File: src/rtl/riscv_ctrl_pkg.sv
// ============================================================================
// Module : riscv_ctrl_pkg
// Brief  : Opcodes, ALUOp codes, state encoding and decode helpers for the
//          RV32 multi-cycle controller.
// Rev    : 1.0  initial release
// ============================================================================
`default_nettype none

package riscv_ctrl_pkg;

  localparam logic [6:0] OP_R     = 7'b0110011;
  localparam logic [6:0] OP_I     = 7'b0010011;
  localparam logic [6:0] OP_LOAD  = 7'b0000011;
  localparam logic [6:0] OP_STORE = 7'b0100011;

  localparam logic [1:0] ALUOP_R   = 2'b10;
  localparam logic [1:0] ALUOP_I   = 2'b00;
  localparam logic [1:0] ALUOP_MEM = 2'b01;

  typedef enum logic [2:0] {
    S_FETCH  = 3'd0,
    S_DECODE = 3'd1,
    S_EXEC   = 3'd2,
    S_MEM    = 3'd3,
    S_WB     = 3'd4,
    S_TRAP   = 3'd5
  } state_t;

  function automatic logic isLegalOp(input logic [6:0] op);
    return (op == OP_R) || (op == OP_I) || (op == OP_LOAD) || (op == OP_STORE);
  endfunction

  // Returns {ALUSrc, ALUOp} for a supported opcode.
  function automatic logic [2:0] aluCtrl(input logic [6:0] op);
    logic [2:0] v;
    case (op)
      OP_R:    v = {1'b0, ALUOP_R};
      OP_I:    v = {1'b1, ALUOP_I};
      default: v = {1'b1, ALUOP_MEM};
    endcase
    return v;
  endfunction

endpackage

`default_nettype wire

File: src/rtl/multicycle_controller_if.sv
// ============================================================================
// Module : multicycle_controller_if
// Brief  : Datapath/memory-side signal bundle of the multi-cycle controller.
// Rev    : 1.0  initial release
// ============================================================================
`default_nettype none

interface multicycle_controller_if #(
  parameter int CNT_W = 32
);
  logic             halt;
  logic [6:0]       instr_opcode;
  logic             imem_ready;
  logic             dmem_ready;
  logic             imem_req;
  logic             dmem_req;
  logic             PCWrite;
  logic             IRWrite;
  logic             ALUSrc;
  logic [1:0]       ALUOp;
  logic             MemRead;
  logic             MemWrite;
  logic             MemtoReg;
  logic             RegWrite;
  logic             illegal_op;
  logic [CNT_W-1:0] cycle_cnt;
  logic [CNT_W-1:0] instret_cnt;

  modport master (
    input  halt, instr_opcode, imem_ready, dmem_ready,
    output imem_req, dmem_req, PCWrite, IRWrite, ALUSrc, ALUOp,
           MemRead, MemWrite, MemtoReg, RegWrite, illegal_op,
           cycle_cnt, instret_cnt
  );

  modport slave (
    output halt, instr_opcode, imem_ready, dmem_ready,
    input  imem_req, dmem_req, PCWrite, IRWrite, ALUSrc, ALUOp,
           MemRead, MemWrite, MemtoReg, RegWrite, illegal_op,
           cycle_cnt, instret_cnt
  );
endinterface

`default_nettype wire

File: src/rtl/ctrl_perf_counters.sv
// ============================================================================
// Module : ctrl_perf_counters
// Brief  : Free-running cycle counter and retired-instruction counter.
//          Only built when CTRL_PERF_CNT_EN is defined.
// Rev    : 1.0  initial release
// ============================================================================
`default_nettype none

`ifdef CTRL_PERF_CNT_EN
module ctrl_perf_counters #(
  parameter int CNT_W = 32
) (
  input  wire logic             clk,
  input  wire logic             rst_n,
  input  wire logic             inc_ret,
  output logic [CNT_W-1:0]      cycle_cnt,
  output logic [CNT_W-1:0]      instret_cnt
);

  localparam logic [CNT_W-1:0] c_one = {{(CNT_W-1){1'b0}}, 1'b1};

  // Both counters wrap naturally at 2^CNT_W.
  always_ff @(posedge clk or negedge rst_n) begin
    if (!rst_n) begin
      cycle_cnt   <= '0;
      instret_cnt <= '0;
    end else begin
      cycle_cnt <= cycle_cnt + c_one;
      if (inc_ret) begin
        instret_cnt <= instret_cnt + c_one;
      end
    end
  end

endmodule
`endif

`default_nettype wire

File: src/rtl/multicycle_controller.sv
// ============================================================================
// Module : multicycle_controller
// Brief  : RV32 multi-cycle sequencer FETCH/DECODE/EXEC/MEM/WB (+TRAP).
//          Optional performance counters under CTRL_PERF_CNT_EN.
// Rev    : 1.0  initial release
// ============================================================================
`default_nettype none

module multicycle_controller
  import riscv_ctrl_pkg::*;
#(
  parameter int CNT_W = 32
) (
  input  wire logic              clk,
  input  wire logic              rst_n,
  multicycle_controller_if.master bus
);

  state_t     r_state;
  logic [6:0] r_opQ;
  logic       r_fetchPend;
  logic       r_aluSrc;
  logic [1:0] r_aluOp;
  logic       r_memRead;
  logic       r_memWrite;
  logic       r_memtoReg;
  logic       r_regWrite;
  logic       r_dmemReq;
  logic       r_illegal;

  logic w_imemReq;
  logic w_fetchDone;
  logic w_isLoad;
  logic w_isStore;

  // Gating with rst_n keeps the fetch request low while reset is held.
  assign w_imemReq   = rst_n && (r_state == S_FETCH) && (r_fetchPend || !bus.halt);
  assign w_fetchDone = w_imemReq && bus.imem_ready;
  assign w_isLoad    = (r_opQ == OP_LOAD);
  assign w_isStore   = (r_opQ == OP_STORE);

  always_ff @(posedge clk or negedge rst_n) begin
    if (!rst_n) begin
      r_state     <= S_FETCH;
      r_opQ       <= '0;
      r_fetchPend <= 1'b0;
      r_aluSrc    <= 1'b0;
      r_aluOp     <= ALUOP_I;
      r_memRead   <= 1'b0;
      r_memWrite  <= 1'b0;
      r_memtoReg  <= 1'b0;
      r_regWrite  <= 1'b0;
      r_dmemReq   <= 1'b0;
      r_illegal   <= 1'b0;
    end else begin
      r_regWrite <= 1'b0;
      case (r_state)
        S_FETCH: begin
          if (w_fetchDone) begin
            r_state     <= S_DECODE;
            r_fetchPend <= 1'b0;
          end else if (w_imemReq) begin
            r_fetchPend <= 1'b1;
          end
        end

        S_DECODE: begin
          r_opQ <= bus.instr_opcode;
          if (isLegalOp(bus.instr_opcode)) begin
            r_state               <= S_EXEC;
            {r_aluSrc, r_aluOp}   <= aluCtrl(bus.instr_opcode);
          end else begin
            r_state   <= S_TRAP;
            r_illegal <= 1'b1;
          end
        end

        S_EXEC: begin
          if (w_isLoad || w_isStore) begin
            r_state    <= S_MEM;
            r_dmemReq  <= 1'b1;
            r_memRead  <= w_isLoad;
            r_memWrite <= w_isStore;
            r_aluSrc   <= 1'b1;
            r_aluOp    <= ALUOP_MEM;
          end else begin
            r_state    <= S_WB;
            r_regWrite <= 1'b1;
            r_memtoReg <= 1'b0;
          end
        end

        S_MEM: begin
          if (bus.dmem_ready) begin
            r_dmemReq  <= 1'b0;
            r_memRead  <= 1'b0;
            r_memWrite <= 1'b0;
            if (w_isLoad) begin
              r_state    <= S_WB;
              r_regWrite <= 1'b1;
              r_memtoReg <= 1'b1;
            end else begin
              r_state  <= S_FETCH;
              r_aluSrc <= 1'b0;
              r_aluOp  <= ALUOP_I;
            end
          end
        end

        S_WB: begin
          r_state    <= S_FETCH;
          r_memtoReg <= 1'b0;
          r_aluSrc   <= 1'b0;
          r_aluOp    <= ALUOP_I;
        end

        S_TRAP: begin
          r_state <= S_TRAP;
        end

        default: begin
          // Unreachable encodings recover to a clean fetch.
          r_state     <= S_FETCH;
          r_fetchPend <= 1'b0;
          r_aluSrc    <= 1'b0;
          r_aluOp     <= ALUOP_I;
          r_memRead   <= 1'b0;
          r_memWrite  <= 1'b0;
          r_memtoReg  <= 1'b0;
          r_dmemReq   <= 1'b0;
          r_illegal   <= 1'b0;
        end
      endcase
    end
  end

  assign bus.imem_req   = w_imemReq;
  assign bus.IRWrite    = w_fetchDone;
  assign bus.PCWrite    = w_fetchDone;
  assign bus.dmem_req   = r_dmemReq;
  assign bus.ALUSrc     = r_aluSrc;
  assign bus.ALUOp      = r_aluOp;
  assign bus.MemRead    = r_memRead;
  assign bus.MemWrite   = r_memWrite;
  assign bus.MemtoReg   = r_memtoReg;
  assign bus.RegWrite   = r_regWrite;
  assign bus.illegal_op = r_illegal;

`ifdef CTRL_PERF_CNT_EN
  logic             w_retire;
  logic [CNT_W-1:0] w_cycleCnt;
  logic [CNT_W-1:0] w_instretCnt;

  assign w_retire = (r_state == S_WB) ||
                    ((r_state == S_MEM) && bus.dmem_ready && w_isStore);

  ctrl_perf_counters #(
    .CNT_W (CNT_W)
  ) u_perf (
    .clk         (clk),
    .rst_n       (rst_n),
    .inc_ret     (w_retire),
    .cycle_cnt   (w_cycleCnt),
    .instret_cnt (w_instretCnt)
  );

  assign bus.cycle_cnt   = w_cycleCnt;
  assign bus.instret_cnt = w_instretCnt;
`else
  assign bus.cycle_cnt   = {CNT_W{1'b0}};
  assign bus.instret_cnt = {CNT_W{1'b0}};
`endif

endmodule

`default_nettype wire

File: src/flat_wrapper.sv
// flat-port wrapper written by rule: the top's interface ports become plain ports
module multicycle_controller_flat import riscv_ctrl_pkg::*;
#(
  parameter int CNT_W = 32
)
  (clk, rst_n, bus_halt, bus_instr_opcode, bus_imem_ready, bus_dmem_ready, bus_imem_req, bus_dmem_req, bus_PCWrite, bus_IRWrite, bus_ALUSrc, bus_ALUOp, bus_MemRead, bus_MemWrite, bus_MemtoReg, bus_RegWrite, bus_illegal_op, bus_cycle_cnt, bus_instret_cnt);
  multicycle_controller_if #(.CNT_W(CNT_W)) bus_i ();
  input  wire logic clk;
  input  wire logic rst_n;
  input wire logic [$bits(bus_i.halt)-1:0] bus_halt;
  input wire logic [$bits(bus_i.instr_opcode)-1:0] bus_instr_opcode;
  input wire logic [$bits(bus_i.imem_ready)-1:0] bus_imem_ready;
  input wire logic [$bits(bus_i.dmem_ready)-1:0] bus_dmem_ready;
  output wire logic [$bits(bus_i.imem_req)-1:0] bus_imem_req;
  output wire logic [$bits(bus_i.dmem_req)-1:0] bus_dmem_req;
  output wire logic [$bits(bus_i.PCWrite)-1:0] bus_PCWrite;
  output wire logic [$bits(bus_i.IRWrite)-1:0] bus_IRWrite;
  output wire logic [$bits(bus_i.ALUSrc)-1:0] bus_ALUSrc;
  output wire logic [$bits(bus_i.ALUOp)-1:0] bus_ALUOp;
  output wire logic [$bits(bus_i.MemRead)-1:0] bus_MemRead;
  output wire logic [$bits(bus_i.MemWrite)-1:0] bus_MemWrite;
  output wire logic [$bits(bus_i.MemtoReg)-1:0] bus_MemtoReg;
  output wire logic [$bits(bus_i.RegWrite)-1:0] bus_RegWrite;
  output wire logic [$bits(bus_i.illegal_op)-1:0] bus_illegal_op;
  output wire logic [$bits(bus_i.cycle_cnt)-1:0] bus_cycle_cnt;
  output wire logic [$bits(bus_i.instret_cnt)-1:0] bus_instret_cnt;
  assign bus_i.halt = bus_halt;
  assign bus_i.instr_opcode = bus_instr_opcode;
  assign bus_i.imem_ready = bus_imem_ready;
  assign bus_i.dmem_ready = bus_dmem_ready;
  assign bus_imem_req = bus_i.imem_req;
  assign bus_dmem_req = bus_i.dmem_req;
  assign bus_PCWrite = bus_i.PCWrite;
  assign bus_IRWrite = bus_i.IRWrite;
  assign bus_ALUSrc = bus_i.ALUSrc;
  assign bus_ALUOp = bus_i.ALUOp;
  assign bus_MemRead = bus_i.MemRead;
  assign bus_MemWrite = bus_i.MemWrite;
  assign bus_MemtoReg = bus_i.MemtoReg;
  assign bus_RegWrite = bus_i.RegWrite;
  assign bus_illegal_op = bus_i.illegal_op;
  assign bus_cycle_cnt = bus_i.cycle_cnt;
  assign bus_instret_cnt = bus_i.instret_cnt;
  multicycle_controller #(.CNT_W(CNT_W)) u_core (.clk(clk), .rst_n(rst_n), .bus(bus_i));
endmodule
File: config.mk
export PLATFORM = sky130hd
export DESIGN_NAME = multicycle_controller_flat
export DESIGN_NICKNAME = d
export VERILOG_FILES = /design/src/rtl/riscv_ctrl_pkg.sv /design/src/rtl/multicycle_controller_if.sv /design/src/rtl/ctrl_perf_counters.sv /design/src/rtl/multicycle_controller.sv /design/src/flat_wrapper.sv
export SDC_FILE = /design/constraint.sdc
export NUM_CORES = 1
export LEC_CHECK = 0
export CAP_MARGIN = 20
export CORE_UTILIZATION = 25
export CTS_BUF_LIST = sky130_fd_sc_hd__clkbuf_4 sky130_fd_sc_hd__clkbuf_8 sky130_fd_sc_hd__clkbuf_16
export DETAILED_ROUTE_END_ITERATION = 16
export GPL_ROUTABILITY_DRIVEN = 0
export GPL_TIMING_DRIVEN = 0
export SLEW_MARGIN = 20
export SYNTH_ARGS = -nofsm -noshare
export SYNTH_HDL_FRONTEND = slang
export SYNTH_SLANG_ARGS = --single-unit
File: constraint.sdc
create_clock -name clk -period 6.2 [get_ports clk]
set_input_delay 1.24 -clock clk [delete_from_list [all_inputs] [get_ports clk]]
set_output_delay 1.24 -clock clk [all_outputs]
set_load 0.005 [all_outputs]
==> results.json <==
{
  "yosys.area.top_type": "dfrtp_1",
  "synth_common_cells": "buf_4, dfrtp_1, inv_1, mux2_2, nand2_1",
  "clkSinkCount": 20,
  "largest_reg_flops": 7,
  "maxCapViolations": 0,
  "numCtsBuffers": 3,
  "insertion_delay_ns": 0.26,
  "hp-class": "flop to flop",
  "synth_seq_cells": 20,
  "netlist_top_cells_area": "dfrtp_1, buf_4, mux2_2",
  "worst_pin_slew_ns": 0.749,
  "final_nets": 264,
  "htree_levels": 1,
  "fin_crit_sh_pct": 82.8,
  "finalPower_w": 0.000635,
  "ys_types": 38,
  "min_from": "u_core.r_opQ[5]",
  "cts_resized": 0,
  "drtIter0Drc": 38,
  "final.setup.tns_ns": 0,
  "yosys_warnings": 0,
  "yosysMostFrequentCell": "buf_4",
  "post-cts-setup-buffers": 0,
  "clock_skew_ns": 0.00408,
  "power_leakage_nw": 1.12,
  "hold_viol": 0,
  "setup_viol": 0,
  "worst_path_most_repeated_cell": "clkdlybuf4s50_1",
  "die_w_um": 80.1,
  "coreArea_um2": 5890,
  "reg2reg_from": "u_core.r_opQ[3]",
  "report.final.slew_viol_count": 0,
  "synthFlopType": "dfrtp_1",
  "critPathTopFamily": "buffers and inverters",
  "ir_worst_vdd_mv": 0.205,
  "hold_buffers": 0,
  "syn_avg_cell_area_um2": 9.52,
  "dp.final_hpwl_mm": 2.34,
  "fin_crit_ns": 5.13,
  "async_flop_share_pct": 100,
  "start_util_pct": 25.9,
  "cp_slowest_stage_delay_ns": 0.80,
  "vias": 1156,
  "wirelength_mm": 2.89,
  "post_drt_wl_per_cell_um": 8.85,
  "drive_gt1_share_pct": 35.5,
  "synthDominantCellAreaShare_pct": 32.8,
  "antenna_left": 0,
  "rr_endpoint": "u_core.bus.ALUSrc",
  "crit_type": "input pin to primary output",
  "status": "finished, final reports clean",
  "cp.required_ns": 4.96,
  "numPortBuffers": 23,
  "grt_use_total_pct": 9.18,
  "antenna_found_initial": 0,
  "diodes": 0,
  "fmaxAchievable_ghz": 0.195,
  "power_density_nw_per_um2": 295,
  "synthCells": 160,
  "dieArea_um2": 6410,
  "syn_to_final_growth_pct": 41.1,
  "clk_pin_slew_ns": 0.08,
  "via_per_inst": 3.55,
  "cpMaxStageDelayCell": "clkdlybuf4s50_1",
  "rsz0062_at_grt": "no",
  "cp_cell_sequence": "clkdlybuf4s50_1, buf_6, or4b_2, a21oi_2, and2_1, buf_4, clkdlybuf4s50_1",
  "regToRegSetupSlack_ns": 4.02,
  "multiInputGateArea_um2": 713,
  "grt_overflow": 0,
  "dieHeight_um": 80.1,
  "num_io_pins": 88,
  "grt_pass1_wl_mm": 4.59,
  "cp_num_buf_inv": 4,
  "cts_max_path_buffers": 2,
  "regMostFlops": "u_core.r_opQ",
  "fillers": 628,
  "ys_seq_area_share_pct": 32.8,
  "min_path_cells": 1,
  "synth_area_um2": 1520,
  "synth_edf_count": 0,
  "grt_max_degree": 22,
  "worst-path-max-fanout": 12,
  "seqCellArea_um2": 500,
  "cts_root_buffer": "clkbuf_8",
  "slew_headroom_pct": 49.4,
  "num_rows": 28,
  "worstSetupEndpointType": "primary output",
  "route.detailed.drc": 0,
  "firstDrtPassIters": 6,
  "cp_data_arrival_time_ns": 3.89,
  "startpoint_type": "input pin",
  "hold_end": "u_core.bus.MemRead",
  "grt_pass1_vias": 960,
  "ff2ff_path_depth": 5,
  "cts_tree": "yes"
}
routing by layer:
layer / up-vias / share of wire, % / global-route usage (%)
li1: 598 / - / -
met1: 504 / 43 / 12.1
met2: 54 / 48 / 15.6
met3: 0 / 8.7 / 2.50
met4: 0 / 0 / 0.536
met5: - / 0 / 0
power by group:
part	total (W)	switching, W	internal, W
Combinational	0.000324	0.000149	0.000175
Clock	0.0000998	0.0000433	0.0000565
Sequential	0.000211	0.0000311	0.000180
cells in the final DEF (no fill, tap or decap), types with 2 or more instances in the layout:
master	synthesis	final
o32ai_1	2	2
nor3_1	2	2
o31ai_1	2	2
nand3_1	3	3
clkdlybuf4s50_1	0	23
o2bb2ai_1	4	4
mux2_4	2	2
inv_1	7	7
conb_1	1	64
clkbuf_8	1	5
nor2_1	3	3
nor2_2	2	2
buf_4	65	65
buf_2	3	3
a21oi_1	5	5
dfrtp_1	20	20
nand2_1	6	6
o21ai_0	4	4
mux2_2	7	7
a211oi_1	2	2
worst max-delay path by stage:
| stage | startpoint | endpoint | slack (ns) | cells after the start |
|---|---|---|---|---|
| after floorplan | rst_n | bus_PCWrite | 2.62 | 4 |
| after global placement | rst_n | bus_PCWrite | 0.93 | 6 |
| after detailed placement | rst_n | bus_PCWrite | 0.90 | 6 |
| after CTS | rst_n | bus_PCWrite | 0.90 | 6 |
| after global routing | rst_n | bus_PCWrite | 0.90 | 7 |
| final | rst_n | bus_PCWrite | 1.07 | 7 |
cell families after synthesis:
| family | synth area share (%) |
|---|---|
| flops | 32.8 |
| simple gates | 9.28 |
| other cells | 0.246 |
| compound gates | 14.0 |
| mux | 7.80 |
| buf+inv | 35.9 |
stage by stage:
step	instance area (um^2)	cells	utilization (%)	setup WS (ns)	hold slack, ns
after floorplan	1760	223	-	2.62	0.432
after detailed placement	2080	321	35.4	0.900	0.466
after global placement	2080	321	35.4	0.928	0.462
after CTS	2140	325	36.4	0.903	0.476
final	2150	326	36.5	1.07	0.481
after global routing	2150	326	36.5	0.901	0.490
final cells by class:
class	count	share of cell area [%]
multi-input cells	126	33.2
plain buffers	70	24.2
flip-flops and latches	20	23.3
repair buffers	24	11.2
well taps	75	4.36
clock buffers	4	2.56
inverters	7	1.22
(Power assumes the default switching activity.)
